===== src/rtl/fpu_pkg.sv =====
// Shared FPU definitions: canonical quiet NaN, rounding-mode encodings and
// the result entry carried from the multiplier issue stage to writeback.
package fpu_pkg;

    localparam logic [31:0] QNAN = 32'h7FC00000;

    typedef enum logic [2:0] {
        RNE = 3'b000,
        RTZ = 3'b001,
        RDN = 3'b010,
        RUP = 3'b011,
        RMM = 3'b100,
        DYN = 3'b111
    } rm_e;

    typedef struct packed {
        logic [31:0] data;
        logic [4:0]  rd;
        logic        illegal;
    } result_t;

endpackage


===== src/rtl/fpu_result_fifo.sv =====
// Result FIFO between the multiplier and writeback.
// Ports:
//   clk, rst         clock, asynchronous active-low reset
//   flush            clears pointers and count at the next edge (beats push/pop)
//   push, push_data  write one result entry
//   pop              remove head entry (ignored when empty)
//   head             entry at the read pointer
//   count            number of stored entries (0..DEPTH)
module fpu_result_fifo
    import fpu_pkg::*;
#(
    parameter int unsigned DEPTH = 4
) (
    input  logic                     clk,
    input  logic                     rst,
    input  logic                     flush,
    input  logic                     push,
    input  result_t                  push_data,
    input  logic                     pop,
    output result_t                  head,
    output logic [$clog2(DEPTH):0]   count
);

    localparam int unsigned PW = $clog2(DEPTH);

    result_t           mem_q [DEPTH];
    logic [PW-1:0]     wr_ptr_q, rd_ptr_q;
    logic [PW:0]       count_q;
    logic              do_push, do_pop;

    // Push at full is only allowed when the head leaves in the same cycle.
    always_comb begin
        do_pop  = pop && (count_q != '0);
        do_push = push && ((count_q != (PW+1)'(DEPTH)) || do_pop);
    end

    always_ff @(posedge clk) begin
        if (do_push && !flush) begin
            mem_q[wr_ptr_q] <= push_data;
        end
    end

    // Pointers wrap naturally since DEPTH is a power of two.
    always_ff @(posedge clk or negedge rst) begin
        if (!rst) begin
            wr_ptr_q <= '0;
            rd_ptr_q <= '0;
            count_q  <= '0;
        end else if (flush) begin
            wr_ptr_q <= '0;
            rd_ptr_q <= '0;
            count_q  <= '0;
        end else begin
            if (do_push) wr_ptr_q <= wr_ptr_q + 1'b1;
            if (do_pop)  rd_ptr_q <= rd_ptr_q + 1'b1;
            case ({do_push, do_pop})
                2'b10:   count_q <= count_q + 1'b1;
                2'b01:   count_q <= count_q - 1'b1;
                default: count_q <= count_q;
            endcase
        end
    end

    assign head  = mem_q[rd_ptr_q];
    assign count = count_q;

endmodule


===== src/rtl/fpu_mult_issue.sv =====
// Issue stage for a one-cycle FP multiplier with an in-order result FIFO.
// Ports:
//   clk, rst                 clock, asynchronous active-low reset
//   op_*                     core request (valid/ready, operands, rm, dest tag)
//   frm                      CSR dynamic rounding mode
//   flush                    discard in-flight and buffered ops
//   mult_req/a/b/rm          multiplier request (combinational in accept cycle)
//   mult_out, mult_valid     multiplier result, one cycle after mult_req
//   wb_*                     writeback handshake and head-of-FIFO result
//   busy                     any op in flight or buffered
//   proto_err                sticky: missing or unexpected multiplier result
module fpu_mult_issue
    import fpu_pkg::*;
#(
    parameter int unsigned DEPTH = 4
) (
    input  logic        clk,
    input  logic        rst,
    input  logic        op_valid,
    output logic        op_ready,
    input  logic [31:0] op_a,
    input  logic [31:0] op_b,
    input  logic [2:0]  op_rm,
    input  logic [4:0]  op_rd,
    input  logic [2:0]  frm,
    input  logic        flush,
    output logic        mult_req,
    output logic [31:0] mult_a,
    output logic [31:0] mult_b,
    output logic [2:0]  mult_rm,
    input  logic [31:0] mult_out,
    input  logic        mult_valid,
    output logic        wb_valid,
    input  logic        wb_ready,
    output logic [31:0] wb_data,
    output logic [4:0]  wb_rd,
    output logic        wb_illegal,
    output logic        busy,
    output logic        proto_err
);

    localparam int unsigned CW = $clog2(DEPTH);

    logic [CW:0]   count;
    logic [CW+1:0] occupancy;
    logic [2:0]    eff_rm;
    logic          legal, accept;
    logic          push, pop, missing, spurious;
    result_t       push_data, head;

    logic          inflight_v_q;
    logic [4:0]    inflight_rd_q;
    logic          inflight_ill_q;
    logic          proto_err_q;
    // Bit 0 masks the unexpected-result check in the current cycle; set for
    // the two cycles after reset and the cycle after a flush, when a stale
    // result from a dropped op may still arrive.
    logic [1:0]    ign_q;

    always_comb begin
        eff_rm    = (op_rm == DYN) ? frm : op_rm;
        legal     = (eff_rm <= RMM);
        // Reserve a FIFO slot for the in-flight op so its result always fits.
        occupancy = {1'b0, count} + (CW+2)'(inflight_v_q);
        op_ready  = rst && !flush && (occupancy < (CW+2)'(DEPTH));
        accept    = op_valid && op_ready;
        mult_req  = accept && legal;
        mult_a    = op_a;
        mult_b    = op_b;
        mult_rm   = eff_rm;
    end

    always_comb begin
        push      = inflight_v_q && (inflight_ill_q || mult_valid);
        push_data = '{data:    inflight_ill_q ? QNAN : mult_out,
                      rd:      inflight_rd_q,
                      illegal: inflight_ill_q};
        missing   = inflight_v_q && !inflight_ill_q && !mult_valid;
        spurious  = mult_valid && !(inflight_v_q && !inflight_ill_q) && !ign_q[0];
        pop       = wb_valid && wb_ready;
    end

    always_ff @(posedge clk or negedge rst) begin
        if (!rst) begin
            inflight_v_q   <= 1'b0;
            inflight_rd_q  <= '0;
            inflight_ill_q <= 1'b0;
            proto_err_q    <= 1'b0;
            ign_q          <= 2'b11;
        end else begin
            inflight_v_q   <= accept && !flush;
            inflight_rd_q  <= op_rd;
            inflight_ill_q <= !legal;
            proto_err_q    <= proto_err_q || missing || spurious;
            ign_q          <= {1'b0, ign_q[1] || flush};
        end
    end

    fpu_result_fifo #(
        .DEPTH (DEPTH)
    ) u_fifo (
        .clk       (clk),
        .rst       (rst),
        .flush     (flush),
        .push      (push),
        .push_data (push_data),
        .pop       (pop),
        .head      (head),
        .count     (count)
    );

    assign wb_valid   = (count != '0);
    assign wb_data    = head.data;
    assign wb_rd      = head.rd;
    assign wb_illegal = head.illegal;
    assign busy       = inflight_v_q || (count != '0);
    assign proto_err  = proto_err_q;

endmodule


===== config.mk =====
export PLATFORM = sky130hd
export DESIGN_NAME = fpu_mult_issue
export DESIGN_NICKNAME = d
export VERILOG_FILES = /design/src/rtl/fpu_pkg.sv /design/src/rtl/fpu_result_fifo.sv /design/src/rtl/fpu_mult_issue.sv
export SDC_FILE = /design/constraint.sdc
export NUM_CORES = 1
export LEC_CHECK = 0
export CAP_MARGIN = 20
export CORE_MARGIN = 2
export CORE_UTILIZATION = 35
export DETAILED_ROUTE_END_ITERATION = 7
export PLACE_DENSITY = 0.66
export SYNTH_ARGS = -nofsm -noshare
export SYNTH_HDL_FRONTEND = slang
export SYNTH_SLANG_ARGS = --single-unit

===== constraint.sdc =====
create_clock -name clk -period 2.8 [get_ports clk]
set_clock_uncertainty 0.2 [all_clocks]
set_input_delay 0.42 -clock clk [delete_from_list [all_inputs] [get_ports clk]]
set_output_delay 0.42 -clock clk [all_outputs]
set_load 0.1 [all_outputs]

==> metrics.md <==
| Metric | Value |
|---|---|
| Commonest non-fill, non-tap cell in the layout | sky130_fd_sc_hd__edfxtp_1 |
| Startpoint type of the worst setup path | flip-flop |
| Number of port buffers | 94 |
| Biggest area contributors in the synthesized netlist | sky130_fd_sc_hd__edfxtp_1, sky130_fd_sc_hd__mux4_2, sky130_fd_sc_hd__buf_4 |
| DP Cell Count | 678 |
| Asr flop ratio synth | 0.101 |
| Total of flip-flops plus latches after synthesis | 169 |
| Sum Neg Setup Slack | 0 ns |
| Number of global-route vias before repair | 3597 |
| Crit. End Element | output port |
| Wirelength, routed | 14600 µm |
| Min Tclk post-route | 2.62 ns |
| Register area share after synthesis | 0.707 |
| Post-synthesis mux area share | 0.124 |
| Post-Synthesis Cells | 384 |
| Filler-free cell count of the finished design | 710 |
| Initial Utilization | 0.359 |
| Fraction of synthesized cell area taken by the top area cell type | 0.647 |
| Required time of the critical path | 2.18 ns |
| Cell chain of the critical path | buf_12 > mux4_2 > buf_12 |
| Avg WL per Cell | 20.5 µm |
| Post-synthesis xor/xnor area fraction | 0.00372 |
| Dominant combinational cell family by area after synthesis | multiplexers |
| Utilization of the core after routing | 0.456 |
| Routability-driven placement congestion ratio | 0.762 |
| Number of nets in the finished design | 550 |
| Post-Syn Area per Cell | 18.4 µm² |
| Commonest non-fill, non-tap cells in the layout | sky130_fd_sc_hd__edfxtp_1, sky130_fd_sc_hd__buf_12, sky130_fd_sc_hd__clkdlybuf4s50_1 |
| Status | finished clean |
| Number of top-level pins | 223 |
| Number of placement rows | 51 |
| Total of endpoints with negative setup slack in the final report | 0 |
| Critical Path Max Stage Delay | 0.58 ns |
| Library cell contributing the largest single delay on the critical path | sky130_fd_sc_hd__mux4_2 |
| Max frequency | 382 MHz |
| Wire length of the first global-routing pass | 22100 µm |
| Residual DRC count | 0 |
| Clock transition at path regs | 0.06 ns |
| Clk sinks | 169 |
| Area Growth Syn to Fin | 27.1% |
| Synth Area in Compound Gates | 0.0225 |
| Class of the tightest hold or removal check | in -> reg |
| CTS tree | yes |
| Most frequent cell on the critical path | sky130_fd_sc_hd__buf_12 |
| Number of design-rule violations left by the first detailed-router iteration | 143 |
| Detailed Place HPWL | 10200 µm |
| Final Cycle Share | 0.936 |
| Worst path arrival time | 2.00 ns |
| Insertion delay of the later-clocked pin in the worst-skew pair | 0.41 ns |
| Yosys Warn Count | 0 |
| Primary flip-flop cell chosen by synthesis mapping | sky130_fd_sc_hd__edfxtp_1 |
| Die ar. | 21300 µm² |
| Clock root buffer | sky130_fd_sc_hd__clkbuf_16 |
| Via count | 3332 |
| Number of vias per cell after detailed routing | 4.69 |
| Cell Area, Synth | 7060 µm² |
| Width of the die | 146 µm |
| Num CTS Buffers | 17 |
| RSZ-0062 raised after global routing | false |
| Drt first pass iters | 4 |
| Worst hold slack | 0.262 ns |
| Initial antenna violation count | 0 |
| EDFF count, synth | 152 |
| Reported leakage power | 0.00300 µW |
| Fraction of final layout cells with drive strength greater than 1 | 0.333 |
| Post-Synth Adder-Cell Area | 0.00993 |
| Synth area leader | sky130_fd_sc_hd__edfxtp_1 |
| Placeable core region | 19700 µm² |
| Net Count, Synth | 502 |
| Final hold viol count | 0 |
| Critical-path maximum fanout | 18 |
| Simple logic cell fraction of the synthesized area | 0.0521 |
| Fin. max-slew vios | 0 |
| Maximum resistive drop on vdd | 0.326 mV |
| Total track usage | 0.140 |
| ANT nets after route | 0 |
| Die height | 146 µm |
| # H-tree levels | 4 |
| Diode insertion count for antenna repair | 0 |
| Clock Tree Buf Depth | 2 |
| Grt ovf | 0 |
| Number of max-cap violations | 0 |
| Post-synthesis cell type count | 42 |
| Kind of critical path | reg -> out |
| Power density over cell area | 709 nW/µm² |
| Pin count of the biggest net entering global routing | 39 |
==> routing by layer <==
metal / vias up / wire, µm / global-route usage
li1: 1488 / - / -
met1: 1656 / 5280 / 0.157
met2: 140 / 7890 / 0.243
met3: 48 / 1090 / 0.0461
met4: 0 / 302 / 0.0621
met5: - / 0 / 0
==> metrics by stage <==
stage | area, µm² | setup WS [ns] | power (µW)
after floorplan | 7070 | 0.0702 | 4170
after global routing | 8970 | 0.0812 | 6580
final | 8970 | 0.179 | 6360
after CTS | 8970 | 0.0544 | 6430
after global placement | 8410 | 0.217 | 4240
after detailed placement | 8410 | 0.0862 | 4260
==> path summary, 6_finish.rpt <==
path	startpoint	to	slack [ns]	depth (start not counted)
setup / recovery	u_fifo.rd_ptr_q[0]	wb_data[31]	0.18	3
hold / removal	op_rd[2]	inflight_rd_q[2]	0.26	1
setup reg to reg	u_fifo.count[1]	u_fifo.count[2]	0.28	5
hold reg to reg	proto_err	proto_err	0.28	1
max in group asynchronous	rst	ign_q[0]	1.87	2
min in group asynchronous	rst	u_fifo.wr_ptr_q[0]	0.27	2
==> cell type report <==
type                       instances  area, µm²
timing repair buffer             107       1550
inverter                           4       15.0
fill                            1696      10700
tap                              265        332
clock inverter                    15        135
multi-input combinational        133       1520
clock buffer                      17        425
sequential                       169       5000
==> cells in the mapped netlist, drive strengths merged (4+ instances only) <==
library cell and number:
nand2 6, edfxtp 152, nor2 9, nor2b 24, inv 4, or2 11, dfrtp 15, buf 70
clkbuf 8, o21a 4, ha 4, mux4 38, and2 5
==> repair_timing <==
action | 4_1_cts | 5_1_grt
endpoints found under the setup margin | 0 | 3
hold buffers | 0 | 0
resized for setup | 0 | 1
endpoints found under the hold margin | 0 | 0
setup buffers | 0 | 0
==> logic make-up (layout without fill, tap and decap cells) <==
| group | count (synthesis) | in the layout |
|---|---|---|
| AOI/OAI and AO/OA | 20 | 20 |
| xor gates and xnor gates | 3 | 3 |
| adders and majority gates | 5 | 5 |
| buffers and inverters | 82 | 143 |
| DFF | 169 | 169 |
| muxes | 40 | 40 |
| other | 1 | 1 |
| and+or+nand+nor | 64 | 64 |
==> state kept, by name (all words and copies together), names as in the netlist, 2 cells and up <==
name and count:
u_fifo.mem_q 152, u_fifo.count 3, u_fifo.rd_ptr_q 2, u_fifo.wr_ptr_q 2, inflight_rd_q 5, ign_q 2
==> critical path: cells and delay by family (launching register included) <==
family | cells | cell delay [ns]
muxes | 1 | 0.58
buffers and inverters | 2 | 0.42
DFF | 1 | 0.57
==> where the power goes <==
part / internal, µW / switching [µW] / total [µW]
Sequential: 2790 / 39.7 / 2830
Clock: 1290 / 874 / 2170
Combinational: 521 / 836 / 1360
Total: 4610 / 1750 / 6360
Note: power is estimated with default switching activity, not from simulation.
